===== config.mk =====
export PLATFORM = sky130hd
export DESIGN_NAME = mem_access_stage
export DESIGN_NICKNAME = d
export VERILOG_FILES = /design/src/rtl/mem_access_stage.sv
export SDC_FILE = /design/constraint.sdc
export NUM_CORES = 1
export LEC_CHECK = 0
export BUFFER_PORTS_ARGS = -buffer_cell sky130_fd_sc_hd__buf_2
export CAP_MARGIN = 20
export CELL_PAD_IN_SITES_DETAIL_PLACEMENT = 0
export CELL_PAD_IN_SITES_GLOBAL_PLACEMENT = 2
export CORE_UTILIZATION = 21
export CTS_CLUSTER_DIAMETER = 40
export DETAILED_ROUTE_END_ITERATION = 8
export PLACE_DENSITY = 0.89
export SLEW_MARGIN = 5
export SYNTH_ARGS = -nofsm -noshare
export SYNTH_HDL_FRONTEND = slang
export SYNTH_SLANG_ARGS = --single-unit

===== constraint.sdc =====
create_clock -name clk -period 3.1 [get_ports clk]
set_clock_uncertainty 0.2 [all_clocks]
set_input_delay 0.62 -clock clk [delete_from_list [all_inputs] [get_ports clk]]
set_output_delay 0.62 -clock clk [all_outputs]
set_load 0.005 [all_outputs]

===== src/rtl/mem_access_stage.sv =====
// MEM-stage data-memory access unit: drives a req/ack data bus, aligns load/store
// lanes and stalls the upstream pipeline while an access is outstanding.
module mem_access_stage #(
    parameter int unsigned TIMEOUT = 16
) (
    input  logic        clk,
    input  logic        rst,
    input  logic        ex_valid,
    input  logic        MemRead_in,
    input  logic        MemWrite_in,
    input  logic        RegWrite_in,
    input  logic [1:0]  MemSize_in,
    input  logic        MemSigned_in,
    input  logic [31:0] ALU_in,
    input  logic [31:0] StoreData_in,
    input  logic [4:0]  Rd_in,
    output logic        dmem_req,
    output logic        dmem_we,
    output logic [31:0] dmem_addr,
    output logic [3:0]  dmem_be,
    output logic [31:0] dmem_wdata,
    input  logic [31:0] dmem_rdata,
    input  logic        dmem_ack,
    output logic        stall,
    output logic        mem_err,
    output logic        RegWrite_out,
    output logic        MemRead_out,
    output logic [31:0] Mem_out,
    output logic [31:0] ALU_out,
    output logic [4:0]  Rd_out
);

    localparam int unsigned CNT_W = (TIMEOUT > 1) ? $clog2(TIMEOUT) : 1;

    typedef enum logic [1:0] {IDLE, WAIT, DONE} state_t;

    state_t             state, state_nx;
    logic [CNT_W-1:0]   cnt, cnt_nx;
    logic [31:0]        load_buf, load_buf_nx;
    logic               timed_out, timed_out_nx;

    logic               mem_op, bad, reg_ok;
    logic [3:0]         be_w;
    logic [31:0]        wdata_w, load_data;
    logic [7:0]         byte_sel;
    logic [15:0]        half_sel;

    // Instruction decode, lane steering and load extraction
    always_comb begin
        mem_op   = ex_valid & (MemRead_in | MemWrite_in);
        bad      = (MemRead_in & MemWrite_in) | (MemSize_in == 2'b11)
                 | ((MemSize_in == 2'b01) & ALU_in[0])
                 | ((MemSize_in == 2'b10) & (ALU_in[1:0] != 2'b00));
        reg_ok   = RegWrite_in & ex_valid & (Rd_in != 5'd0) & ~MemWrite_in;
        byte_sel = dmem_rdata[{ALU_in[1:0], 3'b000} +: 8];
        half_sel = dmem_rdata[{ALU_in[1], 4'b0000} +: 16];
        be_w      = 4'b1111;
        wdata_w   = StoreData_in;
        load_data = dmem_rdata;
        case (MemSize_in)
            2'b00: begin
                be_w      = 4'(4'b0001 << ALU_in[1:0]);
                wdata_w   = {4{StoreData_in[7:0]}};
                load_data = {{24{MemSigned_in & byte_sel[7]}}, byte_sel};
            end
            2'b01: begin
                be_w      = ALU_in[1] ? 4'b1100 : 4'b0011;
                wdata_w   = {2{StoreData_in[15:0]}};
                load_data = {{16{MemSigned_in & half_sel[15]}}, half_sel};
            end
            default: ;
        endcase
    end

    // Next-state and outputs; everything is forced quiet while rst is high
    always_comb begin
        state_nx     = state;
        cnt_nx       = cnt;
        load_buf_nx  = load_buf;
        timed_out_nx = timed_out;
        dmem_req     = 1'b0;
        dmem_we      = MemWrite_in;
        dmem_addr    = {ALU_in[31:2], 2'b00};
        dmem_be      = MemWrite_in ? be_w : 4'b1111;
        dmem_wdata   = wdata_w;
        stall        = 1'b0;
        mem_err      = 1'b0;
        RegWrite_out = 1'b0;
        MemRead_out  = 1'b0;
        Mem_out      = 32'd0;
        ALU_out      = ALU_in;
        Rd_out       = Rd_in;
        case (state)
            IDLE: begin
                cnt_nx       = '0;
                timed_out_nx = 1'b0;
                load_buf_nx  = 32'd0;
                if (mem_op && bad) begin
                    mem_err = 1'b1;
                end else if (mem_op) begin
                    dmem_req = 1'b1;
                    stall    = 1'b1;
                    state_nx = WAIT;
                end else begin
                    RegWrite_out = reg_ok;
                    MemRead_out  = ex_valid & MemRead_in;
                end
            end
            WAIT: begin
                dmem_req = 1'b1;
                stall    = 1'b1;
                cnt_nx   = cnt + CNT_W'(1);
                if (dmem_ack) begin
                    load_buf_nx = MemRead_in ? load_data : 32'd0;
                    state_nx    = DONE;
                end else if (cnt == CNT_W'(TIMEOUT - 1)) begin
                    load_buf_nx  = 32'd0;
                    timed_out_nx = 1'b1;
                    state_nx     = DONE;
                end
            end
            DONE: begin
                state_nx     = IDLE;
                mem_err      = timed_out;
                RegWrite_out = reg_ok & ~timed_out;
                MemRead_out  = ex_valid & MemRead_in & ~timed_out;
                Mem_out      = load_buf;
            end
            default: state_nx = IDLE;
        endcase
        if (rst) begin
            dmem_req     = 1'b0;
            dmem_we      = 1'b0;
            dmem_addr    = 32'd0;
            dmem_be      = 4'd0;
            dmem_wdata   = 32'd0;
            stall        = 1'b0;
            mem_err      = 1'b0;
            RegWrite_out = 1'b0;
            MemRead_out  = 1'b0;
            Mem_out      = 32'd0;
            ALU_out      = 32'd0;
            Rd_out       = 5'd0;
        end
    end

    always_ff @(posedge clk) begin
        if (rst) begin
            state     <= IDLE;
            cnt       <= '0;
            load_buf  <= 32'd0;
            timed_out <= 1'b0;
        end else begin
            state     <= state_nx;
            cnt       <= cnt_nx;
            load_buf  <= load_buf_nx;
            timed_out <= timed_out_nx;
        end
    end

endmodule


# ---- Yosys cells after proc, flatten, opt, wreduce, memory -nomap -nowiden
# Index checks and enable logic that the tools add are counted.
dict set report word_totals {
  regBits 39
  in_bits 111
  out_inout_bits 143
  wordCells 87
}
dict set report classes {
  addsub 1
  eq_ne 11
  n_shift 3
  mux 41
  bitwise_logic 18
  n_reduce_logical 9
}
# operator count
set op_table {}
lappend op_table {{$mux W32} 8}
lappend op_table {{$pmux W32 S2} 3}
lappend op_table {{$shiftx A32 B6 Y16} 1}
lappend op_table {{$shiftx A32 B6 Y8} 1}
lappend op_table {{$pmux W4 S2} 2}
lappend op_table {{$mux W1} 14}
lappend op_table {{$and A1 B1 Y1} 12}
lappend op_table {{$mux W4} 3}
lappend op_table {{$pmux W1 S2} 5}
lappend op_table {{$mux W2} 4}
lappend op_table {{$ne A2 B2 Y1 const B} 4}
lappend op_table {{$eq A2 B2 Y1 const B} 3}
lappend op_table {{$reduce_and A3 Y1} 2}
lappend op_table {{$mux W5} 1}
lappend op_table {{$reduce_bool A5 Y1} 1}
lappend op_table {{$add A4 B1 Y4 const B} 1}
lappend op_table {{$eq A2 B1 Y1 const B} 2}
lappend op_table {{$eq A4 B4 Y1 const B} 1}
lappend op_table {{$logic_not A2 Y1} 2}
lappend op_table {{$or A1 B1 Y1} 4}
lappend op_table {{$pmux W2 S2} 1}
lappend op_table {{$reduce_bool A2 Y1} 2}
lappend op_table {{$shl A1 B2 Y4 const A} 1}
lappend op_table {{$ne A3 B3 Y1 const B} 1}
lappend op_table {{other kinds (3)} 4}

# ---- Depth between registers and ports, before layout
# Gate-level depths: netlist (run 1).
dict set report depth {
  ltp_word 8
  depth_mapped 7
  ltp_nobuf 5
}

# ---- Worst setup path before layout (run 1)
# OpenSTA, ideal clock, no wires.
dict set report synth_path {
  path_type {input-to-output}
  start {in ALU_in[1]}
  end {out stall}
  arrival_time_ps 1688
  required_ps 2280
  path_slack_ps 592
  path_stages 7
  path_buffers 3
  cell_sequence {buf_2 -> buf_2 -> o21ai_0 -> a21oi_1 -> nor3_1 -> o21a_1 -> buf_4}
}
dict set report synth_via {
  elab_chain_len 7
}
# element line
set synth_rtl {}
lappend synth_rtl {{start: declaration} 14} ;# input logic [31:0] ALU_in,
lappend synth_rtl {{$reduce_bool A2 Y1} 53} ;# | ((MemSize_in == 2'b10) & (ALU_in[1:0] != 2'b00));
lappend synth_rtl {{$and A1 B1 Y1} 53}
lappend synth_rtl {{$or A1 B1 Y1} 53}
lappend synth_rtl {{$logic_and A1 B1 Y1} 98} ;# if (mem_op && bad) begin
lappend synth_rtl {{$mux W1} --}
lappend synth_rtl {{$pmux W1 S2} --}
lappend synth_rtl {{$mux W1} --}
lappend synth_rtl {{end: declaration} 24} ;# output logic stall,
# No other way between the ends.

# ---- Worst setup path in the final report (run 1)
dict set report layout_path {
  start {in MemSize_in[1]}
  end {out mem_err}
}
dict set report layout_via {
  elab_chain_len 8
  elab_cells_between_ends 12
  classes_between {eq/ne: 3; mux: 3; bitwise: 5; reduce/logical: 1}
}
# element line
set layout_rtl {}
lappend layout_rtl {{start: declaration} 12} ;# input logic [1:0] MemSize_in,
lappend layout_rtl {{$eq A2 B2 Y1 / $eq A2 B1 Y1 (equally long branches)} {51, 52}}
lappend layout_rtl {{$or A1 B1 Y1 / $and A1 B1 Y1 (equally long branches)} {51, 52}}
lappend layout_rtl {{$or A1 B1 Y1} 52} ;# | ((MemSize_in == 2'b01) & ALU_in[0])
lappend layout_rtl {{$or A1 B1 Y1 (*)} 53}
lappend layout_rtl {{$logic_and A1 B1 Y1 (*)} 98}
lappend layout_rtl {{$mux W1 (*)} 98}
lappend layout_rtl {{$pmux W1 S2 (*)} 93} ;# case (state)
lappend layout_rtl {{$mux W1 (*)} 131} ;# if (rst) begin
lappend layout_rtl {{end: declaration} 25} ;# output logic mem_err,
# Every way passes the cells marked *; elsewhere a longest branch is shown, timed or not.

==> flow_summary_export.csv, run 1 <==
group,metric,value,unit
power_and_ir_drop,powerDensity,316,nW/um^2
cts,clock_latency,280,ps
cts,htreeDepth,2,
place,placed_area,4620,sq um
logic_synthesis,synthTopCellsByCount,"85 x nor2b_1, 57 x nor2_1, 39 x dfxtp_1",
logic_synthesis,yosysWarnings,0,
sta,fin_tns_setup,0,ps
power_and_ir_drop,p_leak,2.42,nW
logic_synthesis,syn_inst,457,
global_routing,grt_util_all_layers,0.147,
cells_and_area,diodes,0,
floorplanning,ios,254,
cells_and_area,nets,774,
place,place_hpwl,10.1,mm
detailed_routing,drt-initial-drc-count,248,
sta,hold_slack,291,ps
floorplanning,start_util,0.214,
power_and_ir_drop,p_comb_frac,0.266,
cts,post_cts_resized,0,
sta,min_period,2640,ps
sta,setup_viol_count_final,0,
cts,cts_root_buffer,"clkbuf_16",
logic_synthesis,seq_area_frac_synth,0.231,
cts,cts-hold-fix-buffers,0,
detailed_routing,drc_errors,0,
cts,clock_path_buffers,2,
floorplanning,rows,46,
sta,rsz0062_at_grt,"no",
sta,tightest_slew,805,ps
critical_path,crit_path_start_kind,"primary input",
logic_synthesis,synth_flop_cell,"dfxtp_1",
detailed_routing,drt-total-wl,12.8,mm
logic_synthesis,synth_area,3390,sq um
power_and_ir_drop,ir_drop,0.217,mV
detailed_routing,ant_nets,0,
detailed_routing,via_per_inst,4.51,
cts,cts.clk_slew.worst_paths,60,ps
cells_and_area,area_growth,41.3,%
sta,period_share,0.850,
cells_and_area,final_area,4790,sq um
floorplanning,design.die.area,16600,sq um
place,place_congestion,0.829,
logic_synthesis,synth_seq_cells,39,
critical_path,cp_top_family,"compound AO/OA/AOI/OAI gates",
critical_path,arrival,1820,ps
cells_and_area,drive_gt1_frac,0.422,
sta,drv_slew,0,
critical_path,worst-path-buf-inv,2,
critical_path,required,2280,ps
floorplanning,coreArea,15800,sq um
min_path,hold_class,"flop to flop",
logic_synthesis,synth_area_leaders,"dfxtp_1 23%, nor2b_1 16%, mux2i_1 9.8%",
global_routing,overflow,0,
cells_and_area,fin_util,0.302,
detailed_routing,num_vias,3966,
logic_synthesis,yosysMostFrequentCell,"nor2b_1",
floorplanning,die_h,129,microns
detailed_routing,first_pass_iters,7,
critical_path,cp_slowest_cell,"a21oi_1",
power_and_ir_drop,seq_power_share,0.336,
critical_path,critical_path_class,"primary input to output port",
global_routing,grt_pass1_wl,19.1,mm
sta,max_slew_margin,0.463,
logic_synthesis,synth_cell_types,44,
cells_and_area,stdcell_count,879,
power_and_ir_drop,switching_share,0.292,
logic_synthesis,synthArstFlopShare,0,
global_routing,first_global_vias,3585,
critical_path,critPathCaptureType,"output port",
critical_path,slowest_delay,320,ps
power_and_ir_drop,intPower,1.07,mW
sta,final_hold_viol_count,0,
cts,cts_tree,"done",
detailed_routing,routedWlPerCell,14.6,microns
global_routing,grt_max_degree,43,
place,dp.cells,871,
flow_run,maxCapViolations,0,
sta,fmax,379,MHz
cts,cts_buffers,5,
cts,cts.sinks,39,
status,status,"complete, no violations",
logic_synthesis,avgSynthCellArea,7.41,sq um
logic_synthesis,netlist.area_leader.share,0.231,
logic_synthesis,yosys.area.top_type,"dfxtp_1",
critical_path,cp_max_fo,15,
power_and_ir_drop,power_switching,0.442,mW
floorplanning,fp.dieW,129,microns
place,io_buffers,251,
critical_path,path_cells,"buf_2 -> o21ai_0 -> a21oi_1 -> o21ai_0 -> a21boi_0 -> buf_2",
logic_synthesis,synth_edf_count,0,
power_and_ir_drop,clkPwrFrac,0.398,
global_routing,antenna_found_initial,0,
cts,cts_setup_buffers,0,
[registers in the layout (all words and copies together), names as in the netlist]
register	count
cnt	4
load_buf	32
timed_out	1
state	2
[metal layers]
layer	vias to the layer above	routed length, microns	global-route usage
met2	185	6010	0.253
met1	1800	5880	0.195
met5	-	0	0
met3	12	770	0.0187
met4	0	146	0.0311
li1	1969	-	-
[worst min-delay path: stages, from the launching register on]
cell and delay (ps):
dfxtp_1 300, nand2_1 60, o22ai_1 80
[path summary, 6_finish.rpt]
kind	cells past startpoint	start	to	slack (ps)
hold reg to reg	2	load_buf[9]$_SDFFE_PP0P_	load_buf[9]$_SDFFE_PP0P_	290
setup reg to reg	4	state[0]$_SDFFE_PP0P_	load_buf[23]$_SDFFE_PP0P_	1140
hold / removal	2	load_buf[9]$_SDFFE_PP0P_	load_buf[9]$_SDFFE_PP0P_	290
setup / recovery	6	MemSize_in[1]	mem_err	460
[power groups by stage]
stage,Combinational [mW],Clock (mW),Sequential (mW)
floorplan,0.224,0,0.517
finish,0.403,0.602,0.508
global route,0.447,0.636,0.508
detailed placement,0.403,0,0.519
global placement,0.405,0,0.519
CTS,0.405,0.613,0.507
[placed cells by master, fill, tap and decap left out, drive strengths merged, types with 3 or more instances in the layout]
| cell type | instances |
|---|---|
| nor2 | 58 |
| mux2i | 33 |
| clkbuf | 5 |
| nand2 | 30 |
| o21ai | 28 |
| a221o | 16 |
| dfxtp | 39 |
| clkinv | 4 |
| nor3 | 5 |
| buf | 268 |
| o22ai | 9 |
| nor2b | 85 |
| nor3b | 7 |
| nand2b | 6 |
| a21oi | 24 |
| a222oi | 7 |
| and2 | 3 |
| a32o | 7 |
[kinds of logic after synthesis]
logic type                 Yosys count  share of synthesized area
adders and majority gates            1                    0.00369
DFF                                 39                      0.231
other                                1                    0.00111
and+or+nand+nor                    206                      0.324
muxes                               34                      0.104
AOI/OAI and AO/OA                  101                      0.205
buffers and inverters               75                      0.132
[through the flow]
step                      total power [mW]  worst slack [ps]
after floorplan                      0.741               592
after global placement               0.924               491
after detailed placement             0.922               489
after CTS                             1.53               480
after global routing                  1.59               320
final                                 1.51               465
[final cells by class]
| type | instances | area [sq um] |
|---|---|---|
| clock buffer | 5 | 125 |
| sequential | 39 | 781 |
| tap | 216 | 270 |
| inverter | 4 | 15.0 |
| multi-input combinational | 344 | 2160 |
| timing repair buffer | 268 | 1390 |
| clock inverter | 3 | 43.8 |
| fill | 1764 | 11000 |
Note: power is estimated with default switching activity, not from simulation.
==> inputs of run 2 (changes only) <==
- ABC_CLOCK_PERIOD_IN_PS: default -> 3100
- BUFFER_PORTS_ARGS: -buffer_cell sky130_fd_sc_hd__buf_2 -> default
- CORE_UTILIZATION: 21 -> 34
- DONT_BUFFER_PORTS: default -> 1
- PLACE_DENSITY: 0.89 -> 0.9
==> run 2 against run 1 <==
  * Power decreased by 31%
  * Sequential cell count unchanged
  * Clock-buffer cell count increased by 1
  * Global-route usage increased by 3.1 points
  * Utilization increased by 3.1 points
  * Worst hold slack got worse by 63 ps
  * Register-to-register slack got worse by 270 ps
  * Critical path depth decreased by 3
  * Die area decreased by 38%
  * Critical path type is now flop to output port
  * Critical endpoint is now Mem_out[20]
==> flow_summary_export.csv, run 2 (synthesized netlist as in run 1, its figures left out) <==
group,metric,value,unit
critical_path,reg2reg_from,"cnt[0]$_SDFFE_PP0P_",
min_path,hold_end,"cnt[2]$_SDFFE_PP0P_",
cells_and_area,nets,510,
power_and_ir_drop,total_power,1.04,mW
cts,clock_latency,290,ps
sta,rsz0062_at_grt,"no",
floorplanning,design.die.area,10400,sq um
sta,tightest_slew,906,ps
sta,max_slew_margin,0.396,
cells_and_area,layout_common_cells,"85 x nor2b_1, 57 x nor2_1, 39 x dfxtp_1",
cells_and_area,reg_top3,"load_buf: 32 flops, cnt: 4 flops, state: 2 flops",
cts,cts_tree,"done",
cts,cts_setup_buffers,0,
sta,fmax,363,MHz
cts,cts-hold-fix-buffers,0,
sta,period_share,0.888,
detailed_routing,via_per_inst,5.69,
sta,min_period,2750,ps
cts,clock_path_buffers,2,
global_routing,first_global_vias,2674,
floorplanning,die_h,102,microns
sta,setup_viol_count_final,0,
cells_and_area,drive_gt1_frac,0.0376,
cells_and_area,largest_register_ffs,32,
power_and_ir_drop,ir_drop,0.138,mV
global_routing,grt_util_all_layers,0.178,
detailed_routing,routedWlPerCell,18.8,microns
global_routing,grt_max_degree,108,
global_routing,overflow,0,
cts,cts.sinks,39,
detailed_routing,num_vias,3027,
global_routing,antenna_found_initial,0,
power_and_ir_drop,powerDensity,321,nW/um^2
critical_path,critical_path.reg2reg.endpoint,"load_buf[6]$_SDFFE_PP0P_",
global_routing,grt_pass1_wl,14.2,mm
power_and_ir_drop,p_leak,1.17,nW
cts,cts.clk_slew.worst_paths,80,ps
detailed_routing,ant_nets,0,
detailed_routing,drt-total-wl,9.98,mm
place,io_buffers,0,
cts,post_cts_resized,0,
cts,htreeDepth,2,
critical_path,rr_worst_depth,5,
place,place_hpwl,7.60,mm
sta,final_hold_viol_count,0,
detailed_routing,drt-initial-drc-count,211,
critical_path,regToRegSetupSlack,870,ps
min_path,hold_class,"primary input to flop",
critical_path,critPathCaptureType,"output port",
critical_path,critical_path_class,"flop to output port",
cells_and_area,largest-register,"load_buf",
detailed_routing,drc_errors,0,
min_path,worstHoldStart,"rst",
place,placed_area,3160,sq um
detailed_routing,first_pass_iters,5,
status,status,"complete, no violations",
sta,fin_tns_setup,0,ps
floorplanning,start_util,0.348,
floorplanning,ios,254,
flow_run,maxCapViolations,0,
floorplanning,fp.dieW,102,microns
place,place_congestion,0.813,
cts,cts_buffers,5,
critical_path,required,2280,ps
cells_and_area,area_growth,-4.29,%
critical_path,crit_path_start_kind,"flop",
cells_and_area,final_common_cell,"nor2b_1",
sta,hold_slack,228,ps
floorplanning,coreArea,9730,sq um
floorplanning,rows,36,
cells_and_area,diodes,0,
critical_path,arrival,1930,ps
cts,cts_root_buffer,"clkbuf_8",
cells_and_area,final_area,3240,sq um
sta,drv_slew,0,
critical_path,cp_max_fo,19,
min_path,holdPathStages,1,
-- run 2: changes by cell type in the layout (fill, tap and decap cells not counted), sizes merged --
cell | previous run | this run
clkinv | 4 | 3
buf | 268 | 4
clkinvlp | 0 | 1
clkbuf | 5 | 6
bufinv | 1 | 0
-- run 2: area by class of cell --
class / count / area [sq um]
inverters: 4 / 15.0
multi-input cells: 344 / 2160
clock buffers: 6 / 72.6
clock inverters: 2 / 12.5
flip-flops and latches: 39 / 781
repair buffers: 4 / 30.0
fillers: 1069 / 6490
well taps: 133 / 166
-- run 2: worst max-delay path by stage --
stage | cells past startpoint | from | end | slack (ps)
after floorplan | 7 | ALU_in[1] | stall | 590
after global routing | 3 | state[1]$_SDFFE_PP0P_ | Mem_out[22] | 190
after global placement | 3 | state[1]$_SDFFE_PP0P_ | Mem_out[19] | 680
after detailed placement | 3 | state[1]$_SDFFE_PP0P_ | Mem_out[20] | 620
final | 3 | state[1]$_SDFFE_PP0P_ | Mem_out[20] | 350
after CTS | 3 | state[1]$_SDFFE_PP0P_ | Mem_out[20] | 300
-- run 2: per-layer routing --
layer / global-route usage / up-vias / part of all wire
met1: 0.217 / 1401 / 0.40
met4: 0.0516 / 0 / 0.015
met3: 0.0616 / 12 / 0.11
met2: 0.297 / 177 / 0.47
li1: - / 1437 / -
met5: 0 / - / 0
-- run 2: metrics by stage --
step,worst slack [ps],utilization,instances
after floorplan,592,-,458
after global placement,679,0.324,524
after detailed placement,615,0.324,524
after CTS,300,0.333,532
after global routing,188,0.333,532
final,347,0.333,532
-- run 2: critical path, stage by stage (launching register included) --
cell	delay, ps
dfxtp_1	600
nand2b_1	510
buf_4	370
nor2b_1	170
-- run 2: power breakdown --
part / switching [mW] / leakage (nW) / internal [mW]
clock network: 0.185 / 0.0412 / 0.157
registers: 0.00356 / 0.314 / 0.504
logic: 0.108 / 0.819 / 0.0821
==> inputs of run 3 (changes only) <==
--- a/config.mk
+++ b/config.mk
@@ -15,3 +15,4 @@
 export DONT_BUFFER_PORTS = 1
-export PLACE_DENSITY = 0.9
+export MAX_ROUTING_LAYER = met4
+export PLACE_DENSITY_LB_ADDON = 0.1
 export SLEW_MARGIN = 5
==> constraint.sdc (replaced) <==
create_clock -name clk -period 3.1 [get_ports clk]
set_clock_uncertainty 0.2 [all_clocks]
set_input_delay 0.155 -clock clk [delete_from_list [all_inputs] [get_ports clk]]
set_output_delay 0.155 -clock clk [all_outputs]
set_load 0.005 [all_outputs]
==> run 3 against run 2 <==
  * Fmax up 19%
  * Sequential power about the same
  * Largest power group unchanged
  * Critical endpoint is now load_buf[17]$_SDFFE_PP0P_
  * Utilization grew 4.4 points
  * Non-clock buffer count increased by 39
==> flow_summary_export.csv, run 3 (synthesized netlist as in run 1, its figures left out) <==
group,metric,value,unit
global_routing,busiest_layer,"met2",
critical_path,cp_max_fo,17,
sta,max_slew_margin,0.431,
cells_and_area,nets,549,
status,status,"complete, no violations",
sta,rsz0062_at_grt,"no",
critical_path,path_cells,"nor4bb_1 -> and2_1 -> and4_4 -> a221o_1",
power_and_ir_drop,total_power,1.21,mW
power_and_ir_drop,ir_drop,0.188,mV
cells_and_area,stdcell_count,571,
critical_path,slowest_delay,600,ps
detailed_routing,drt-initial-drc-count,184,
sta,fin_tns_setup,0,ps
cells_and_area,seq_area,781,sq um
critical_path,arrival,2360,ps
critical_path,cp_top_family,"simple AND/OR/NAND/NOR gates",
cts,cts.clk_slew.worst_paths,90,ps
global_routing,antenna_found_initial,0,
cells_and_area,largest_register_ffs,32,
cts,cts_root_buffer,"clkbuf_8",
floorplanning,ios,254,
global_routing,first_global_vias,2902,
critical_path,crit_start,"state[0]$_SDFFE_PP0P_",
cells_and_area,multi_input_area,2160,sq um
cts,cts.sinks,39,
sta,drv_slew,0,
critical_path,endpoint,"load_buf[17]$_SDFFE_PP0P_",
floorplanning,die_h,102,microns
floorplanning,coreArea,9730,sq um
detailed_routing,num_vias,3131,
cells_and_area,drive_gt1_frac,0.0320,
cells_and_area,layout_common_cells,"85 x nor2b_1, 57 x nor2_1, 41 x dlygate4sd3_1",
cts,htreeDepth,2,
detailed_routing,routedWlPerCell,19.3,microns
critical_path,worst-path-buf-inv,0,
place,place_congestion,0.778,
sta,hold_slack,7.84,ps
critical_path,rr_worst_depth,4,
cts,clock_path_buffers,2,
critical_path,regToRegSetupSlack,780,ps
cts,cts_tree,"done",
floorplanning,fp.dieW,102,microns
critical_path,critPathCaptureType,"flop",
power_and_ir_drop,p_leak,1.35,nW
cells_and_area,diodes,0,
sta,fmax,432,MHz
detailed_routing,ant_nets,0,
critical_path,reg2reg_from,"state[0]$_SDFFE_PP0P_",
min_path,hold_class,"primary input to flop",
cells_and_area,final_common_cell,"nor2b_1",
global_routing,grt.met1_usage,0.299,
place,dp.cells,522,
global_routing,grt_max_degree,88,
global_routing,overflow,0,
sta,min_period,2320,ps
critical_path,crit_path_start_kind,"flop",
floorplanning,rows,36,
cts,clock_latency,300,ps
floorplanning,start_util,0.348,
sta,tightest_slew,851,ps
critical_path,worstSetupPathDepth,4,
cells_and_area,largest-register,"load_buf",
cts,cts_buffers,5,
detailed_routing,drc_errors,0,
cts,cts_setup_buffers,0,
cts,post_cts_resized,0,
power_and_ir_drop,powerDensity,331,nW/um^2
sta,final_hold_viol_count,0,
floorplanning,design.die.area,10400,sq um
global_routing,gr-usage-met3,0.0363,
cells_and_area,n_fill_cell,1051,
detailed_routing,drt-total-wl,11.0,mm
cells_and_area,reg_top3,"load_buf: 32 flops, cnt: 4 flops, state: 2 flops",
critical_path,critical_path.reg2reg.endpoint,"load_buf[17]$_SDFFE_PP0P_",
sta,setup_viol_count_final,0,
flow_run,maxCapViolations,0,
detailed_routing,first_pass_iters,5,
global_routing,grt_util_all_layers,0.208,
global_routing,grt_use_met2,0.308,
global_routing,grt_pass1_wl,16.1,mm
critical_path,required,3150,ps
place,io_buffers,0,
detailed_routing,via_per_inst,5.48,
cells_and_area,area_growth,8.31,%
critical_path,cp_slowest_cell,"and2_1",
sta,period_share,0.747,
place,place_hpwl,7.39,mm
critical_path,critical_path_class,"flop to flop",
[run 3: changes by cell type in the layout (fill, tap and decap cells not counted), sizes merged]
cell and change:
buf -2, bufinv +1, clkbuf -1, clkinvlp -1, dlygate4sd3 +41, inv +1
[run 3: tightest hold or removal path, delay by kind of cell]
kind,cells,cell delay [ps]
multiplexers,1,60
AO/OA/AOI/OAI,2,270
[run 3: per-stage QoR]
step	util	worst slack (ps)	instance area (sq um)
6_report	0.377	785	3670
5_1_grt	0.377	607	3670
4_1_cts	0.377	825	3670
3_5_place_dp	0.323	847	3140
3_3_place_gp	0.323	868	3140
2_1_floorplan	-	1370	3390
[run 3: repair_timing]
action / 4_1_cts / 5_1_grt
hold endpoints to repair: 39 / 0
hold buffers: 41 / 0
setup endpoints to repair: 0 / 0
[run 3: routing by layer]
layer,routed length (microns),up-vias,share of wire
met1,5250,1472,0.48
met4,15,0,0.0014
met5,0,-,0
met3,767,2,0.070
li1,-,1513,-
met2,4990,144,0.45
[run 3: worst min-delay path by stage]
stage / depth (start not counted) / start / endpoint / slack (ps)
final: 3 / dmem_rdata[28] / load_buf[4]$_SDFFE_PP0P_ / 8
after floorplan: 1 / dmem_rdata[21] / load_buf[21]$_SDFFE_PP0P_ / 90
after CTS: 3 / dmem_rdata[28] / load_buf[4]$_SDFFE_PP0P_ / 0.5
after global placement: 1 / rst / cnt[1]$_SDFFE_PP0P_ / 40
after detailed placement: 1 / rst / cnt[2]$_SDFFE_PP0P_ / 50
after global routing: 3 / dmem_rdata[28] / load_buf[4]$_SDFFE_PP0P_ / 5
[run 3: cell type report]
cell class / instances / area share
Multi-Input combinational cell: 344 / 0.590
Clock inverter: 3 / 0.0130
Tap cell: 133 / 0.0454
Clock buffer: 5 / 0.0188
Sequential cell: 39 / 0.213
Timing Repair Buffer: 43 / 0.116
Inverter: 4 / 0.00409
[run 3: report_power, final]
group          total [mW]  switching [mW]  internal (mW)
clock network       0.459           0.215          0.244
registers           0.508         0.00387          0.504
logic               0.247           0.127          0.120
